**src/rtl/packet_reader_pkg.sv**
```systemverilog
// ----------------------------------------------------------------------------
// packet_reader_pkg
// Shared definitions for the packet buffer reader and writer: default sizing
// of the packet RAM and the length FIFO, the inter-packet gap, and the
// reader FSM state encoding.
// No ports (package only).
// ----------------------------------------------------------------------------
package packet_reader_pkg;

   // Default byte width of the packet RAM and the transmit interface
   localparam int PKT_DATA_WIDTH        = 8;

   // Smallest and largest frame the buffer is sized for
   localparam int PKT_MIN_PACKET_LENGHT = 64;
   localparam int PKT_MAX_PACKET_LENGHT = 1536;

   // The RAM holds two maximum-size frames so writer and reader can overlap
   localparam int PKT_DEPTH_RAM         = 2 * PKT_MAX_PACKET_LENGHT;

   // Minimum number of idle transmit cycles between two frames
   localparam int PKT_IFG               = 12;

   // Reader FSM states
   typedef enum logic [1:0] {
      ST_IDLE  = 2'd0,
      ST_READ  = 2'd1,
      ST_DRAIN = 2'd2,
      ST_GAP   = 2'd3
   } pkt_rd_state_e;

endpackage : packet_reader_pkg

```
**src/rtl/packet_reader_rd_ptr.sv**
```systemverilog
// ----------------------------------------------------------------------------
// packet_rd_ptr
// Wrapping read pointer into the packet RAM plus the "free" pointer that
// tells the writer how far RAM has been released.
//
// Ports
//   iclk        clock
//   i_rst       synchronous active-high reset, clears both pointers
//   i_inc       advance the read pointer by one address
//   i_skip      advance the read pointer by i_skip_len (discarded frame)
//   i_skip_len  number of addresses to skip
//   i_rel       copy the updated read pointer into the free pointer
//   o_rd_ptr    current read pointer
//   o_free_ptr  first RAM address not yet released
// ----------------------------------------------------------------------------
module packet_rd_ptr
   import packet_reader_pkg::*;
#(
   parameter int pDEPTH_RAM  = PKT_DEPTH_RAM,
   parameter int pFIFO_WIDTH = $clog2(PKT_MAX_PACKET_LENGHT)
)(
   input  logic                          iclk,
   input  logic                          i_rst,
   input  logic                          i_inc,
   input  logic                          i_skip,
   input  logic [pFIFO_WIDTH-1:0]        i_skip_len,
   input  logic                          i_rel,
   output logic [$clog2(pDEPTH_RAM)-1:0] o_rd_ptr,
   output logic [$clog2(pDEPTH_RAM)-1:0] o_free_ptr
);

   localparam int AW = $clog2(pDEPTH_RAM);
   localparam logic [AW-1:0] LAST_ADDR = AW'(pDEPTH_RAM - 1);
   localparam logic [AW:0]   DEPTH_EXT = (AW + 1)'(pDEPTH_RAM);

   logic [AW-1:0] rd_ptr_q;
   logic [AW-1:0] rd_ptr_d;
   logic [AW-1:0] free_ptr_q;
   logic [AW-1:0] free_ptr_d;
   logic [AW:0]   skip_sum;

   // Next pointer values. The RAM depth is generally not a power of two, so
   // wrapping is done by comparing against the last address rather than by
   // letting the counter overflow. A length word is always shorter than the
   // RAM depth, so a single subtraction is enough to bring a skip back into
   // range.
   always_comb begin
      rd_ptr_d   = rd_ptr_q;
      free_ptr_d = free_ptr_q;
      skip_sum   = {1'b0, rd_ptr_q} + (AW + 1)'(i_skip_len);

      if (i_skip) begin
         if (skip_sum > {1'b0, LAST_ADDR}) begin
            rd_ptr_d = AW'(skip_sum - DEPTH_EXT);
         end else begin
            rd_ptr_d = skip_sum[AW-1:0];
         end
      end else if (i_inc) begin
         if (rd_ptr_q == LAST_ADDR) begin
            rd_ptr_d = '0;
         end else begin
            rd_ptr_d = rd_ptr_q + 1'b1;
         end
      end

      if (i_rel) begin
         free_ptr_d = rd_ptr_d;
      end
   end

   // Pointer registers
   always_ff @(posedge iclk) begin
      if (i_rst) begin
         rd_ptr_q   <= '0;
         free_ptr_q <= '0;
      end else begin
         rd_ptr_q   <= rd_ptr_d;
         free_ptr_q <= free_ptr_d;
      end
   end

   assign o_rd_ptr   = rd_ptr_q;
   assign o_free_ptr = free_ptr_q;

endmodule : packet_rd_ptr

```
**src/rtl/packet_reader.sv**
```systemverilog
// ----------------------------------------------------------------------------
// packet_reader
// Pulls frame lengths from a length FIFO, streams the matching bytes out of
// the packet RAM onto a transmit interface, releases the RAM afterwards and
// enforces an inter-packet gap. Illegal lengths are popped, flagged and their
// RAM skipped without transmitting anything.
//
// Ports
//   iclk          clock
//   i_rst         synchronous active-high reset
//   i_enable      permits starting a new packet
//   i_fifo_empty  length FIFO empty
//   i_fifo_len    head entry of the length FIFO
//   o_fifo_rd     one-cycle pop pulse to the length FIFO
//   o_rd_addr     packet RAM read address
//   i_rd_data     RAM read data, one cycle after the address
//   o_tx_d        transmit byte (0 when o_tx_en is low)
//   o_tx_en       transmit byte valid
//   o_free_ptr    first RAM address not yet released
//   o_len_err     one-cycle pulse when an illegal length is popped
//   o_busy        high whenever the FSM is not idle
// ----------------------------------------------------------------------------
module packet_reader
   import packet_reader_pkg::*;
#(
   parameter int pDATA_WIDTH        = PKT_DATA_WIDTH,
   parameter int pMIN_PACKET_LENGHT = PKT_MIN_PACKET_LENGHT,
   parameter int pMAX_PACKET_LENGHT = PKT_MAX_PACKET_LENGHT,
   parameter int pFIFO_WIDTH        = $clog2(pMAX_PACKET_LENGHT),
   parameter int pDEPTH_RAM         = 2 * pMAX_PACKET_LENGHT,
   parameter int pIFG               = PKT_IFG
)(
   input  logic                          iclk,
   input  logic                          i_rst,
   input  logic                          i_enable,
   input  logic                          i_fifo_empty,
   input  logic [pFIFO_WIDTH-1:0]        i_fifo_len,
   output logic                          o_fifo_rd,
   output logic [$clog2(pDEPTH_RAM)-1:0] o_rd_addr,
   input  logic [pDATA_WIDTH-1:0]        i_rd_data,
   output logic [pDATA_WIDTH-1:0]        o_tx_d,
   output logic                          o_tx_en,
   output logic [$clog2(pDEPTH_RAM)-1:0] o_free_ptr,
   output logic                          o_len_err,
   output logic                          o_busy
);

   localparam int GW = $clog2(pIFG + 1);
   localparam logic [pFIFO_WIDTH-1:0] MAX_LEN = pFIFO_WIDTH'(pMAX_PACKET_LENGHT);

   // The GAP state itself is shorter than the full gap: the IDLE cycle that
   // samples the next start and the two-cycle RAM/output pipeline of the next
   // packet are also low cycles, so back-to-back packets see exactly pIFG.
   localparam logic [GW-1:0] GAP_LOAD = GW'(pIFG - 4);

   // Parameter sanity: the gap accounting above needs at least four cycles
   if (pIFG < 4 || pMIN_PACKET_LENGHT < 1 ||
       pMIN_PACKET_LENGHT > pMAX_PACKET_LENGHT) begin : g_bad_params
      $error("packet_reader: unsupported parameter combination");
   end

   pkt_rd_state_e state_q;
   pkt_rd_state_e state_d;

   logic [pFIFO_WIDTH-1:0] cnt_q;
   logic [pFIFO_WIDTH-1:0] cnt_d;
   logic [GW-1:0]          gap_q;
   logic [GW-1:0]          gap_d;
   logic                   fifo_rd_q;
   logic                   fifo_rd_d;
   logic                   len_err_q;
   logic                   len_err_d;
   logic                   rd_vld_q;
   logic                   rd_vld_d;
   logic                   tx_en_q;
   logic                   tx_en_d;
   logic [pDATA_WIDTH-1:0] tx_d_q;
   logic [pDATA_WIDTH-1:0] tx_d_d;

   logic start;
   logic len_zero;
   logic len_bad;
   logic ptr_inc;
   logic ptr_skip;
   logic ptr_rel;

   // Next-state and datapath control.
   // rd_vld marks the cycle in which i_rd_data carries a byte of the current
   // packet; the transmit register simply follows it one cycle later, which
   // gives the two-edge address-to-output latency with no bubbles.
   // A start is held off while the previous pop pulse is still out, so the
   // FIFO head that is about to be removed is never sampled a second time.
   always_comb begin
      state_d   = state_q;
      cnt_d     = cnt_q;
      gap_d     = gap_q;
      fifo_rd_d = 1'b0;
      len_err_d = 1'b0;
      rd_vld_d  = 1'b0;
      ptr_inc   = 1'b0;
      ptr_skip  = 1'b0;
      ptr_rel   = 1'b0;
      tx_en_d   = rd_vld_q;
      tx_d_d    = rd_vld_q ? i_rd_data : '0;

      len_zero  = (i_fifo_len == '0);
      len_bad   = len_zero || (i_fifo_len > MAX_LEN);
      start     = (state_q == ST_IDLE) && i_enable && !i_fifo_empty && !fifo_rd_q;

      case (state_q)
         ST_IDLE: begin
            if (start) begin
               fifo_rd_d = 1'b1;
               cnt_d     = i_fifo_len;
               if (len_bad) begin
                  // Discard: skip the frame's RAM and release it at once
                  len_err_d = 1'b1;
                  ptr_skip  = !len_zero;
                  ptr_rel   = !len_zero;
               end else begin
                  state_d = ST_READ;
               end
            end
         end

         ST_READ: begin
            ptr_inc  = 1'b1;
            rd_vld_d = 1'b1;
            cnt_d    = cnt_q - 1'b1;
            if (cnt_q == pFIFO_WIDTH'(1)) begin
               state_d = ST_DRAIN;
            end
         end

         ST_DRAIN: begin
            // Last byte is on the output once nothing is left in the RAM stage
            if (tx_en_q && !rd_vld_q) begin
               ptr_rel = 1'b1;
               gap_d   = GAP_LOAD;
               state_d = ST_GAP;
            end
         end

         ST_GAP: begin
            if (gap_q == '0) begin
               state_d = ST_IDLE;
            end else begin
               gap_d = gap_q - 1'b1;
            end
         end

         default: begin
            state_d = ST_IDLE;
         end
      endcase
   end

   // State and output registers; reset abandons any packet in flight
   always_ff @(posedge iclk) begin
      if (i_rst) begin
         state_q   <= ST_IDLE;
         cnt_q     <= '0;
         gap_q     <= '0;
         fifo_rd_q <= 1'b0;
         len_err_q <= 1'b0;
         rd_vld_q  <= 1'b0;
         tx_en_q   <= 1'b0;
         tx_d_q    <= '0;
      end else begin
         state_q   <= state_d;
         cnt_q     <= cnt_d;
         gap_q     <= gap_d;
         fifo_rd_q <= fifo_rd_d;
         len_err_q <= len_err_d;
         rd_vld_q  <= rd_vld_d;
         tx_en_q   <= tx_en_d;
         tx_d_q    <= tx_d_d;
      end
   end

   packet_rd_ptr #(
      .pDEPTH_RAM  (pDEPTH_RAM),
      .pFIFO_WIDTH (pFIFO_WIDTH)
   ) u_rd_ptr (
      .iclk        (iclk),
      .i_rst       (i_rst),
      .i_inc       (ptr_inc),
      .i_skip      (ptr_skip),
      .i_skip_len  (i_fifo_len),
      .i_rel       (ptr_rel),
      .o_rd_ptr    (o_rd_addr),
      .o_free_ptr  (o_free_ptr)
   );

   assign o_fifo_rd = fifo_rd_q;
   assign o_len_err = len_err_q;
   assign o_tx_en   = tx_en_q;
   assign o_tx_d    = tx_d_q;
   assign o_busy    = (state_q != ST_IDLE);

endmodule : packet_reader

```
**config.mk**
```make
export PLATFORM = sky130hd
export DESIGN_NAME = packet_reader
export DESIGN_NICKNAME = d
export VERILOG_FILES = /design/src/rtl/packet_reader_pkg.sv /design/src/rtl/packet_reader_rd_ptr.sv /design/src/rtl/packet_reader.sv
export SDC_FILE = /design/constraint.sdc
export NUM_CORES = 1
export LEC_CHECK = 0
export BUFFER_PORTS_ARGS = -buffer_cell sky130_fd_sc_hd__buf_4
export CAP_MARGIN = 10
export CORE_MARGIN = 8
export CORE_UTILIZATION = 44
export DETAILED_ROUTE_END_ITERATION = 6
export PLACE_DENSITY = 0.64
export SLEW_MARGIN = 10
export SYNTH_ARGS = -nofsm -noshare
export SYNTH_HDL_FRONTEND = slang
export SYNTH_SLANG_ARGS = --single-unit
```
**constraint.sdc**
```tcl
create_clock -name iclk -period 5.1 [get_ports iclk]
set_clock_uncertainty 0.05 [all_clocks]
set_input_delay 1.02 -clock iclk [delete_from_list [all_inputs] [get_ports iclk]]
set_output_delay 1.02 -clock iclk [all_outputs]
set_load 0.01 [all_outputs]
```
* After elaboration in Yosys (flattened, before gate mapping)
Index checks and enable logic that the tools add are counted.
** Cells by class
- $add $sub $neg :: 5
- Order comparisons :: 2
- Equality and inequality tests :: 11
- Muxes and demuxes :: 23
- Bitwise gates (word level) :: 3
- Reduce and logical (&&, ||, !) cells :: 21
** Operators by type and width (number)
- $mux 12 :: 4
- $pmux 11 s2 :: 1
- $add 12x11->13 :: 1
- $gt 13x12->1 const B :: 1
- $add 12x1->12 const B :: 1
- $eq 12x12->1 const B :: 1
- $ne 2x2->1 const B :: 6
- $sub 12x12->12 const B :: 1
- $eq 11x1->1 const B :: 1
- $gt 11x11->1 const B :: 1
- $logic_not 11->1 :: 1
- $mux 11 :: 1
- $sub 11x1->11 const B :: 1
- $mux 2 :: 5
- $mux 4 :: 2
- $pmux 2 s4 :: 1
- $pmux 4 s2 :: 1
- $mux 1 :: 7
- $reduce_bool 2->1 :: 3
- $reduce_and 5->1 :: 1
- $eq 2x2->1 const B :: 2
- $logic_and 1x1->1 :: 4
- $logic_not 1->1 :: 4
- $logic_not 4->1 :: 1
- other kinds (10) :: 13
** Word-level totals
- Register bits after elaboration :: 53
- Output and inout bits :: 36
- Logic and storage cells :: 75

* Longest topological paths before layout
- Word-level depth :: 7
- Mapped depth :: 14
- Mapped depth without buffers :: 14

* Hierarchy
Synthesis repeated with hierarchy kept, for this count alone.
** Second synthesis, totals
- Cell total of the unflattened synthesis :: 428
- Area, all modules :: 3623.5 um2
** By module, submodules not included
- packet_rd_ptr :: times used 1, cells each 245, area each 2094.5 um2, seq. area each 480.5 um2
- packet_reader :: times used 1, cells each 183, area each 1529.0 um2, seq. area each 580.6 um2

* Worst setup path after synthesis
Ideal clock, no wire load.
- Path kind :: input to register
- From :: in i_fifo_len[2]
- To :: reg u_rd_ptr.rd_ptr_q[10], in the netlist u_rd_ptr.o_rd_ptr[10]
- Setup time :: 0.063 ns
- Arrival time :: 3.626 ns
- Required time :: 4.987 ns
- Slack :: 1.361 ns
- Stages on the path :: 13
- Cells stage by stage :: ha_1 -> o21ai_0 -> o211ai_1 -> a21oi_1 -> nor2b_1 -> o21a_1 -> nor2_1 -> xnor2_1 -> ha_1 -> a2111oi_1 -> mux2i_1 -> or4b_4 -> nand3_1
** On the way
- Longest elaborated chain between the ends :: 6
- Elaborated cells between the ends (all ways) :: 12
** RTL lines
- start, declared :: RTL line packet_reader.sv:37 : input logic [pFIFO_WIDTH-1:0] i_fifo_len,
- branches (longest 5 deep; another with $add 12x11->13)
- $mux 12 * :: RTL line packet_reader_rd_ptr.sv:52 : if (i_skip) begin
- end signal, assigned :: RTL line packet_reader_rd_ptr.sv:77 : rd_ptr_q <= rd_ptr_d;
- end, declared :: RTL line packet_reader_rd_ptr.sv:36 : logic [AW-1:0] rd_ptr_q;
Mark *: on every way between the ends.
A chain may end at the register's enable or synchronous reset.

* Worst setup path after layout
Ends and elaborated chain as after synthesis.

==> flow_summary.toml <==
[clocking]
cts_resized = 0
postCtsHoldBufs = 0
clk_path_buf_depth = 2
htreeDepth = 2
cts_sinks = 53
clk_pin_slew_ps = 110
postCtsSetupBuffers = 0
cts_tree = "built"
clock_latency_ps = 310
root_buffer = "clkbuf_8"
numCtsBuffers = 5

[place]
portBuffers = 58
gp_congestion = 0.905
place_ws_ps = 979
hpwl_um = 6840
place_area_um2 = 3810

[global_route]
antenna_found_initial = 0
grt-ovfl-total = 0
grt_pass1_vias = 2843
grt_pass1_wl_um = 14100
grt_usage = 0.167
grt_max_degree = 45

[detailed_routing]
ant_nets = 0
drc = 0
drt_iter0_markers = 139
drtPass1Iterations = 4
wl_per_cell_um = 15.4
vias = 3113
wirelength_um = 8780
avgViaCountPerCell = 5.47

[sta]
rsz0062_at_grt = "no"
relSlewSlack = 0.285
finalCriticalPeriod_ps = 3820
maxSlewViolCount = 0
worst_pin_slew_ps = 1060
finalCritPeriodShare = 0.750
clock.fmax_mhz = 261
setup_viol = 0
setup_ws_ps = 1280
setup_tns_ps = 0
hold_viol_final = 0

[floorplan]
die_height_um = 103
dieArea_um2 = 10600
initial_core_util = 0.455
core_area_um2 = 7290
ios = 59
row_count = 31
die_w_um = 103

[setup_path]
cp_data_required_time_ps = 5310
crit_path_start_kind = "input port"
critPathMaxFanout = 4
cp.arrival_ps = 4030
end_kind = "register"
criticalPathCategory = "input port to register"

[synth]
ys.flop_type = "dfxtp_1"
async_flop_share = 0
synth.most_common_cell = "nor2_1"
ys_top_cells_by_count = "nor2_1 (69), dfxtp_1 (53), nand2_1 (35)"
ys_warn_count = 0
synth_top_area_share = 0.320
ys_seq_area_frac = 0.320
synth.area.top_cells = "dfxtp_1 (32%), ha_1 (7.9%), nor2_1 (7.8%), a21oi_1 (4.8%), nand2_1 (4.0%)"
synth.avg_cell_area_um2 = 7.85
syn_nets = 467
synth_largest_area_cell = "dfxtp_1"
syn_inst = 422
synth_edf_count = 0
ys_types = 57
synth-seq-cells = 53
syn-cell-area_um2 = 3310

[pwr]
p_per_area_nw_per_um2 = 338
peakVddDrop_mv = 0.141
leakagePower_nw = 1.60

[cells_and_area]
area_growth_pct = 17.7
diodes = 0
post-route-util = 0.535
drive_gt1_frac = 0.164
fin_nets = 514
stdcell_area_um2 = 3900
fill_cells = 760

[run]
drv_cap = 0

[status]
status = "complete, no violations"

[hold_path]
hold_class = "register to register"
[cell usage in the layout (no fill, tap or decap), types with 3 or more instances in the layout]
cell and instances:
nor4_1 6, nand4_1 5, a31oi_1 3, o21ai_1 4, a21oi_1 32, and2_1 13
o211ai_1 6, a211oi_1 15, nand3_1 14, nor3_1 12, clkbuf_8 5, inv_1 15
o21a_1 4, buf_4 58, nand2_1 35, xor2_1 8, o21ai_0 16, mux2i_1 7
and4_1 3, nor3b_1 3, nor2b_1 3, nor2_1 69, and3_1 5, ha_1 21
dfxtp_1 53, xnor2_1 12
[power by group]
part / internal (mW) / total [mW] / switching [mW]
sequential: 0.468 / 0.521 / 0.0531
clock: 0.100 / 0.251 / 0.150
combinational: 0.220 / 0.548 / 0.328
[cell type report]
cell class | instances | area [um2] | area share
inverter | 15 | 56.3 | 0.0144
tap | 99 | 124 | 0.0318
multi-input combinational | 336 | 2130 | 0.546
sequential | 53 | 1060 | 0.272
clock buffer | 5 | 68.8 | 0.0176
timing repair buffer | 58 | 435 | 0.112
clock inverter | 3 | 25.0 | 0.00642
[flip-flops by register name, summed over array words and instances, names as in the netlist]
signal / flops
gap_q: 4
u_rd_ptr.o_rd_ptr: 12
state_q: 2
o_tx_d: 8
o_tx_en: 1
u_rd_ptr.o_free_ptr: 12
cnt_q: 11
o_len_err: 1
rd_vld_q: 1
o_fifo_rd: 1
[layer usage]
layer / wire [um] / GRT usage / share of wire / up-vias
met4: 81 / 0.0334 / 0.0092 / 0
met1: 4120 / 0.216 / 0.47 / 1446
met5: 0 / 0 / 0 / -
li1: - / - / - / 1610
met3: 360 / 0.0311 / 0.041 / 8
met2: 4210 / 0.280 / 0.48 / 49
[metrics by stage]
step / hold slack, ps / total power [mW] / std cells
final: 425 / 1.32 / 569
after global routing: 443 / 1.42 / 569
after CTS: 428 / 1.33 / 569
after detailed placement: 410 / 1.08 / 561
after global placement: 395 / 1.07 / 561
after floorplan: 391 / 0.925 / 422
[cell families after synthesis]
group / Yosys count / synth area share
flip-flops: 53 / 0.320
XOR/XNOR: 20 / 0.0529
multiplexers: 9 / 0.0279
AO/OA/AOI/OAI: 108 / 0.223
adder cells (fa/ha/maj): 22 / 0.0853
buffers and inverters: 33 / 0.0374
AND/OR/NAND/NOR: 177 / 0.253
[worst paths after layout]
kind              slack (ps)  cells after the start                     end                    from
setup / recovery        1280                     14   u_rd_ptr.o_rd_ptr[10]           i_fifo_len[2]
hold / removal           420                      2  u_rd_ptr.o_free_ptr[8]  u_rd_ptr.o_free_ptr[8]
setup reg to reg        1670                     13   u_rd_ptr.o_rd_ptr[10]    u_rd_ptr.o_rd_ptr[2]
hold reg to reg          420                      2  u_rd_ptr.o_free_ptr[8]  u_rd_ptr.o_free_ptr[8]
[critical path, stage by stage]
cell and delay [ps]:
buf_4 120, ha_1 360, o21ai_0 320, o211ai_1 170, a21oi_1 280, nor2b_1 120
o21a_1 200, nor2_1 110, xnor2_1 80, ha_1 230, a2111oi_1 270, mux2i_1 130
or4b_4 530, nand3_1 90
Power figures use the tool's default switching activity.
